## config.mk

```make
export PLATFORM = sky130hd
export DESIGN_NAME = interval_capture_unit
export DESIGN_NICKNAME = d
export VERILOG_FILES = /design/src/rtl/interval_capture_unit.sv
export SDC_FILE = /design/constraint.sdc
export NUM_CORES = 1
export LEC_CHECK = 0
export ABC_CLOCK_PERIOD_IN_PS = 2150
export CORE_UTILIZATION = 50
export CTS_CLUSTER_SIZE = 28
export DETAILED_ROUTE_END_ITERATION = 12
export GPL_ROUTABILITY_DRIVEN = 0
export GPL_TIMING_DRIVEN = 0
export PLACE_DENSITY_LB_ADDON = 0.1
export SETUP_SLACK_MARGIN = 0.3
export SYNTH_ARGS = -nofsm -noshare
export SYNTH_HDL_FRONTEND = slang
export SYNTH_HIERARCHICAL = 1
export SYNTH_SLANG_ARGS = --single-unit
```

## constraint.sdc

```tcl
create_clock -name clk -period 2.15 [get_ports clk]
set_input_delay 0.215 -clock clk [delete_from_list [all_inputs] [get_ports clk]]
set_output_delay 0.215 -clock clk [all_outputs]
set_load 0.005 [all_outputs]
```

## src/rtl/interval_capture_unit.sv

```systemverilog
// Record FIFO: stores records in registers; the head entry drives pop_dat.
// Latency: a push is visible on pop_vld one cycle later; a pop takes effect on the clock edge.
// Backpressure: push_rdy is low only when full and no pop is happening in the same cycle.
module icu_fifo #(
  parameter int W     = 8,
  parameter int DEPTH = 4
) (
  input  logic         clk,
  input  logic         rst,
  input  logic         push_vld,
  output logic         push_rdy,
  input  logic [W-1:0] push_dat,
  output logic         pop_vld,
  input  logic         pop_rdy,
  output logic [W-1:0] pop_dat
);
  localparam int AW = $clog2(DEPTH);
  localparam int CW = AW + 1;

  logic [W-1:0]  mem [DEPTH];
  logic [AW-1:0] wr_ptr;
  logic [AW-1:0] rd_ptr;
  logic [CW-1:0] count;
  logic          push;
  logic          pop;

  assign pop_vld  = (count != '0);
  assign pop      = pop_vld && pop_rdy;
  // A full FIFO still accepts when the head leaves in the same cycle.
  assign push_rdy = (count != CW'(DEPTH)) || pop;
  assign push     = push_vld && push_rdy;
  assign pop_dat  = mem[rd_ptr];

  // Storage, pointers and occupancy; pointers wrap naturally because DEPTH is a power of two.
  always_ff @(posedge clk or negedge rst) begin
    if (!rst) begin
      wr_ptr <= '0;
      rd_ptr <= '0;
      count  <= '0;
      for (int i = 0; i < DEPTH; i++) mem[i] <= '0;
    end else begin
      if (push) begin
        mem[wr_ptr] <= push_dat;
        wr_ptr      <= wr_ptr + AW'(1);
      end
      if (pop) rd_ptr <= rd_ptr + AW'(1);
      if (push && !pop)      count <= count + CW'(1);
      else if (pop && !push) count <= count - CW'(1);
    end
  end
endmodule

// Interval capture: strobes the tracker, classifies {start,end}, retries open intervals, queues records.
// Latency: accept to record visible is 5 cycles (+3 per retry); a malformed request takes 2 cycles.
// Backpressure: a full record FIFO without rec_ready holds the FSM in WRITE, keeping req_ready low.
module interval_capture_unit #(
  parameter int LOOKBACK_MAX = 8,
  parameter int FIFO_DEPTH   = 4,
  parameter int TAG_WIDTH    = 32,
  parameter int MAX_RETRY    = 2
) (
  input  logic                          clk,
  input  logic                          rst,
  input  logic [31:0]                   counter,
  input  logic                          req_valid,
  output logic                          req_ready,
  input  logic [TAG_WIDTH-1:0]          req_tag,
  input  logic [$clog2(LOOKBACK_MAX):0] req_lookback,
  output logic                          recalculate_time,
  output logic [31:0]                   value_out,
  input  logic [1:0][31:0]              time_in,
  output logic                          update_end,
  output logic [31:0]                   previous_end_o,
  output logic                          rec_valid,
  input  logic                          rec_ready,
  output logic [TAG_WIDTH-1:0]          rec_tag,
  output logic [31:0]                   rec_start,
  output logic [31:0]                   rec_end,
  output logic [1:0]                    rec_status,
  output logic [15:0]                   drop_count
);
  localparam int LBW = $clog2(LOOKBACK_MAX) + 1;
  localparam int RW  = (MAX_RETRY > 0) ? $clog2(MAX_RETRY + 1) : 1;

  typedef enum logic [2:0] {IDLE, ARM, FIRE, SAMPLE, WRITE} state_t;
  typedef enum logic [1:0] {ST_OK = 2'd0, ST_NO_START = 2'd1, ST_NO_END = 2'd2, ST_BAD_REQ = 2'd3} status_t;

  typedef struct packed {
    logic [TAG_WIDTH-1:0] tag;
    logic [31:0]          t_start;
    logic [31:0]          t_end;
    status_t              status;
  } rec_t;

  state_t               state, state_nx;
  logic [TAG_WIDTH-1:0] tag_q;
  logic [LBW-1:0]       lb_q;
  logic [LBW-1:0]       lb_grow;
  logic [RW-1:0]        retry_q;
  logic [31:0]          start_q;
  logic [31:0]          end_q;
  status_t              status_q;
  logic                 accept;
  logic                 lb_bad;
  logic                 start_found;
  logic                 end_found;
  logic                 do_retry;
  logic                 push_rdy;
  logic                 push;
  rec_t                 wr_rec;
  rec_t                 head;
  logic [$bits(rec_t)-1:0] head_dat;

  // The cycle count is consumed by the tracker; windows here are relative, so it is not needed.
  logic counter_unused;
  assign counter_unused = ^counter;

  assign accept      = (state == IDLE) && req_valid && req_ready;
  assign lb_bad      = (req_lookback == '0) || (int'(req_lookback) > LOOKBACK_MAX);
  // The tracker reports "not found" as -1; any negative value is treated the same way.
  assign start_found = !time_in[0][31];
  assign end_found   = !time_in[1][31];
  assign do_retry    = (state == SAMPLE) && start_found && !end_found && (int'(retry_q) < MAX_RETRY);
  // The window grows by one per retry because counter has moved on, capped at the tracker buffer.
  assign lb_grow     = (int'(lb_q) >= LOOKBACK_MAX) ? LBW'(LOOKBACK_MAX) : lb_q + LBW'(1);
  assign push        = (state == WRITE) && push_rdy;

  // State register.
  always_ff @(posedge clk or negedge rst) begin
    if (!rst) state <= IDLE;
    else      state <= state_nx;
  end

  // Next-state logic.
  always_comb begin
    state_nx = state;
    unique case (state)
      IDLE:    if (accept) state_nx = lb_bad ? WRITE : ARM;
      ARM:     state_nx = FIRE;
      FIRE:    state_nx = SAMPLE;
      SAMPLE:  state_nx = do_retry ? ARM : WRITE;
      WRITE:   if (push_rdy) state_nx = IDLE;
      default: state_nx = IDLE;
    endcase
  end

  // Registered handshake and strobe outputs, derived from the state being entered.
  always_ff @(posedge clk or negedge rst) begin
    if (!rst) begin
      req_ready        <= 1'b0;
      recalculate_time <= 1'b0;
      update_end       <= 1'b0;
      previous_end_o   <= '0;
    end else begin
      req_ready        <= (state_nx == IDLE);
      recalculate_time <= (state_nx == FIRE);
      update_end       <= push && (status_q == ST_OK);
      if (push && (status_q == ST_OK)) previous_end_o <= end_q;
    end
  end

  // Request latch, tracker result capture, classification and drop accounting.
  always_ff @(posedge clk or negedge rst) begin
    if (!rst) begin
      tag_q      <= '0;
      lb_q       <= '0;
      retry_q    <= '0;
      start_q    <= '0;
      end_q      <= '0;
      status_q   <= ST_OK;
      value_out  <= '0;
      drop_count <= '0;
    end else begin
      if (accept) begin
        tag_q   <= req_tag;
        lb_q    <= req_lookback;
        retry_q <= '0;
        if (lb_bad) begin
          status_q <= ST_BAD_REQ;
          start_q  <= '1;
          end_q    <= '1;
          if (drop_count != 16'hFFFF) drop_count <= drop_count + 16'd1;
        end else begin
          value_out <= 32'(req_lookback);
        end
      end
      if (state == SAMPLE) begin
        start_q <= time_in[0];
        end_q   <= time_in[1];
        if (do_retry) begin
          retry_q   <= retry_q + RW'(1);
          lb_q      <= lb_grow;
          value_out <= 32'(lb_grow);
        end else if (!start_found) begin
          status_q <= ST_NO_START;
        end else if (end_found) begin
          status_q <= ST_OK;
        end else begin
          status_q <= ST_NO_END;
        end
      end
    end
  end

  assign wr_rec = '{tag: tag_q, t_start: start_q, t_end: end_q, status: status_q};

  icu_fifo #(
    .W     ($bits(rec_t)),
    .DEPTH (FIFO_DEPTH)
  ) u_rec_fifo (
    .clk      (clk),
    .rst      (rst),
    .push_vld (state == WRITE),
    .push_rdy (push_rdy),
    .push_dat (wr_rec),
    .pop_vld  (rec_valid),
    .pop_rdy  (rec_ready),
    .pop_dat  (head_dat)
  );

  assign head       = rec_t'(head_dat);
  assign rec_tag    = head.tag;
  assign rec_start  = head.t_start;
  assign rec_end    = head.t_end;
  assign rec_status = head.status;
endmodule

```

==> results <==
[cell usage after synthesis (8+ instances only)]
cell	number
sky130_fd_sc_hd__nand2_1	113
sky130_fd_sc_hd__buf_2	51
sky130_fd_sc_hd__nand3_1	11
sky130_fd_sc_hd__buf_6	19
sky130_fd_sc_hd__mux4_2	98
sky130_fd_sc_hd__mux2_1	29
sky130_fd_sc_hd__nor2_1	10
sky130_fd_sc_hd__xor2_1	8
sky130_fd_sc_hd__mux2_4	80
sky130_fd_sc_hd__ha_1	8
sky130_fd_sc_hd__xnor2_1	14
sky130_fd_sc_hd__and3_1	36
sky130_fd_sc_hd__mux2_2	317
sky130_fd_sc_hd__dfrtp_1	589
sky130_fd_sc_hd__inv_1	11
sky130_fd_sc_hd__clkbuf_1	24
sky130_fd_sc_hd__o22a_1	64
sky130_fd_sc_hd__a21oi_1	11
[cell families (layout without fill, tap and decap cells)]
group                      after synthesis  count (layout)  synth area share [%]
buffers and inverters                  112             680                 2.530
xor gates and xnor gates                22              22                0.7777
DFF                                    589             589                 59.49
muxes                                  525             525                 29.52
AOI/OAI and AO/OA                       93              93                 3.035
adders and majority gates                9               9                0.4848
other                                    0               1                     0
and+or+nand+nor                        206             207                 4.161
[routing by layer]
| layer | routed length [µm] | share of wire (%) | global-route usage (%) | vias to the layer above |
|---|---|---|---|---|
| met2 | 30310 | 47 | 39.00 | 301 |
| met4 | 1124 | 1.8 | 6.605 | 6 |
| met3 | 2875 | 4.5 | 5.029 | 73 |
| met5 | 40 | 0.063 | 0 | - |
| li1 | - | - | - | 6768 |
| met1 | 29500 | 46 | 36.46 | 8200 |
[path summary, 6_finish.rpt]
path                                           start  slack [ns]                  end
worst max-delay path            u_rec_fifo/rd_ptr[0]       -0.27          rec_tag[14]
worst min register to register    previous_end_o[30]        0.49   previous_end_o[30]
worst max register to register   u_rec_fifo/count[1]       -0.08  u_rec_fifo/mem[272]
max in group asynchronous                        rst        0.61        value_out[17]
min in group asynchronous                        rst        0.15  u_rec_fifo/mem[240]
worst min-delay path                      req_tag[8]        0.12             tag_q[8]
[state kept, by name, indices dropped and copies added, names as in the netlist, 3 cells and up]
signal	count
previous_end_o	32
start_q	32
u_rec_fifo/count	3
tag_q	32
lb_q	4
u_rec_fifo/mem	392
state	3
drop_count	16
value_out	32
end_q	32
[layout make-up]
cell class | count | area [µm²]
antenna | 1 | 2.502
buffer | 99 | 1510
clock buffer | 87 | 1807
clock inverter | 26 | 331.6
fill | 3238 | 14600
inverter | 13 | 56.30
multi-input combinational | 856 | 9824
sequential | 589 | 14740
tap | 664 | 830.8
timing repair buffer | 455 | 5244
[metrics by stage]
step                      hold WS (ns)  worst slack [ns]  TNS, ns  instances  cell area [µm²]
final                           0.1156           -0.2675   -21.26       2790            34350
after global routing           0.09657           -0.3339   -29.75       2790            34350
after CTS                      0.07810           -0.5207   -34.31       2702            33100
after detailed placement        0.2075            -1.312  -172.46       2510            28860
after global placement          0.4674            -24.61        -       2505            28720
after floorplan               -0.08059           0.01883        0       1556            25030
[where the power goes]
group          internal, mW  switching [mW]
logic                  11.7            6.95
clock network          6.67            4.47
registers              15.4            3.04
[worst register-to-register path: stages (launching register included)]
cell,delay [ns]
sky130_fd_sc_hd__dfrtp_1,0.39
sky130_fd_sc_hd__or4b_4,0.52
sky130_fd_sc_hd__buf_6,0.15
sky130_fd_sc_hd__and3_4,0.16
sky130_fd_sc_hd__buf_12,0.12
sky130_fd_sc_hd__buf_8,0.13
sky130_fd_sc_hd__buf_4,0.13
sky130_fd_sc_hd__buf_6,0.12
sky130_fd_sc_hd__buf_12,0.13
sky130_fd_sc_hd__mux2_2,0.26
[timing repair]
item                       in CTS  in global routing
hold buffers                    1                  0
setup endpoints to repair     628                790
hold endpoints to repair       62                  0
pin swaps                      12                 23
buffers inserted               43                 73
cloned                         35                 14
resized for setup             398                360
==> PnR_summary.wiki <==
{| class="wikitable"
! Metric !! Value
|-
| Most used cells in the layout excluding fill and tap cells || 586 x sky130_fd_sc_hd__dfrtp_1, 300 x sky130_fd_sc_hd__mux2_2, 185 x sky130_fd_sc_hd__clkdlybuf4s50_1
|-
| Floorplan core area || approximately 50,000 µm²
|-
| Clock slew at the register clock pins of the worst setup and hold paths || 0.06 ns
|-
| Mapped Avg Cell Area || around 16 µm²
|-
| Die area || between 50,000 and 60,000 µm²
|-
| Initial cell density of the core || between 50% and 60%
|-
| Achievable frequency || just over 0.4 GHz
|-
| Gr usage total || 25.15%
|-
| Share of cells above drive strength 1 || about half
|-
| Layout net count || between 2,000 and 2,500
|-
| Nature of the critical path startpoint || register
|-
| Worst Skew || between 0.01 and 0.015 ns
|-
| Final wirelength || 63,850 µm
|-
| Most common cell after layout, fill and taps aside || sky130_fd_sc_hd__dfrtp_1
|-
| Proportion of synthesized flip-flops having asynchronous set or reset || 100.0%
|-
| Detailed-route DRC error count || 0
|-
| Number of flops mapped to enable cells by yosys || 0
|-
| Number of distinct library cell variants in the gate-level netlist after synthesis || 51
|-
| Clock Path Buffers || 3
|-
| Standard-cell row count || 81
|-
| Clock root cell || sky130_fd_sc_hd__clkbuf_16
|-
| Number of maximum-capacitance violations || 0
|-
| TritonCTS clock tree || yes
|-
| Number of endpoints with negative hold slack in the final report || 0
|-
| Period Utilization, post-route || 112.4%
|-
| Count of buffer and inverter cells on the critical path || 5
|-
| Seq/Total Area, Yosys || 59.49%
|-
| Worst Hold Depth || 3
|-
| Buffers on Ports || 285
|-
| First-pass GRT wire length || a little under 100,000 µm
|-
| DRC marker count from the first detailed-route iteration || 854
|-
| Post-synthesis instance area || 24,780 µm²
|-
| Rel. slew slack || 57.57%
|-
| Vias || 15,348
|-
| Most used DFF post-synth || sky130_fd_sc_hd__dfrtp_1
|-
| Instance count on the critical path || 6
|-
| Final worst setup slack || -0.2675 ns
|-
| Power density of the placed cells || 1405 nW/µm²
|-
| YS warnings || 6
|-
| Failing checks || negative setup slack
|-
| CP dominant cell by count || sky130_fd_sc_hd__buf_12
|-
| Final critical path time including I/O delays and setup || 2.417 ns
|-
| Vias in the first global route || 16,192
|-
| Max H-tree Level || 2
|-
| Worst endpoint data arrival time || between 2 and 2.5 ns
|-
| Static power due to leakage || about 16 nW
|-
| Cells along the critical path || buf_12, buf_12, buf_12, buf_6, mux4_2, buf_6
|-
| Biggest fanout along the worst timing path || 6
|-
| Clock insertion delay at the later pin of the skew report || just over 0.6 ns
|-
| Aggregate global routing overflow || 0
|-
| Result of the run || complete, but fails checks
|-
| First-pass iteration count of the detailed router || 4
|-
| Layout overhead on the synthesized area || 38.64%
|-
| Required time of the critical path || 1.93 ns
|-
| Detailed Place HPWL || 37,700 µm
|-
| Maximum number of pins on one net before global-route repair || 123
|-
| Capturing element type of the critical path || output pin
|-
| R2R cell count || 9
|-
| Total nets after synthesis || 1,701
|-
| Wire per inst || 22.89 µm
|-
| Cells after Synth || 1,556
|-
| Maximum cell stage delay along the critical path || 0.51 ns
|-
| Share of Yosys cell area claimed by the top area cell type || between 50% and 60%
|-
| Largest area contributor in the synthesized netlist || sky130_fd_sc_hd__dfrtp_1
|-
| CTS buffer count || 61
|-
| Class of the worst hold path || input pin to register
|-
| Chip height || 224.6 µm
|-
| Worst Tran Pin Value || 0.6364 ns
|-
| Vias per cell || between 5 and 6
|-
| Number of primary I/O pins || 318
|-
| Cell types occupying the most area after synthesis || sky130_fd_sc_hd__dfrtp_1 59%, sky130_fd_sc_hd__mux2_2 14%, sky130_fd_sc_hd__mux4_2 8.9%, sky130_fd_sc_hd__mux2_4 4.8%, sky130_fd_sc_hd__o22a_1 2.3%
|-
| Seq cells post-synth || 589
|-
| Final setup violation count || 136
|-
| Finished Core Util || 70.17%
|-
| Category of the most critical setup path || register to output pin
|-
| Crit path max-delay cell type || sky130_fd_sc_hd__mux4_2
|-
| Max-slew violation count || 0
|-
| Setup repair after global routing missed its margin || yes
|-
| Total power || 48.25 mW
|-
| IR Drop Worst-Case VDD || roughly 0.83 mV
|-
| Top delay family on crit path || buffers and inverters
|-
| Clock sink total || 589
|-
| Remaining antenna violation count || 0
|-
| Antenna violations before repair || 4
|-
| DIE WIDTH || 224.6 µm
|}
No activity file was read; power rests on OpenSTA's default activity.
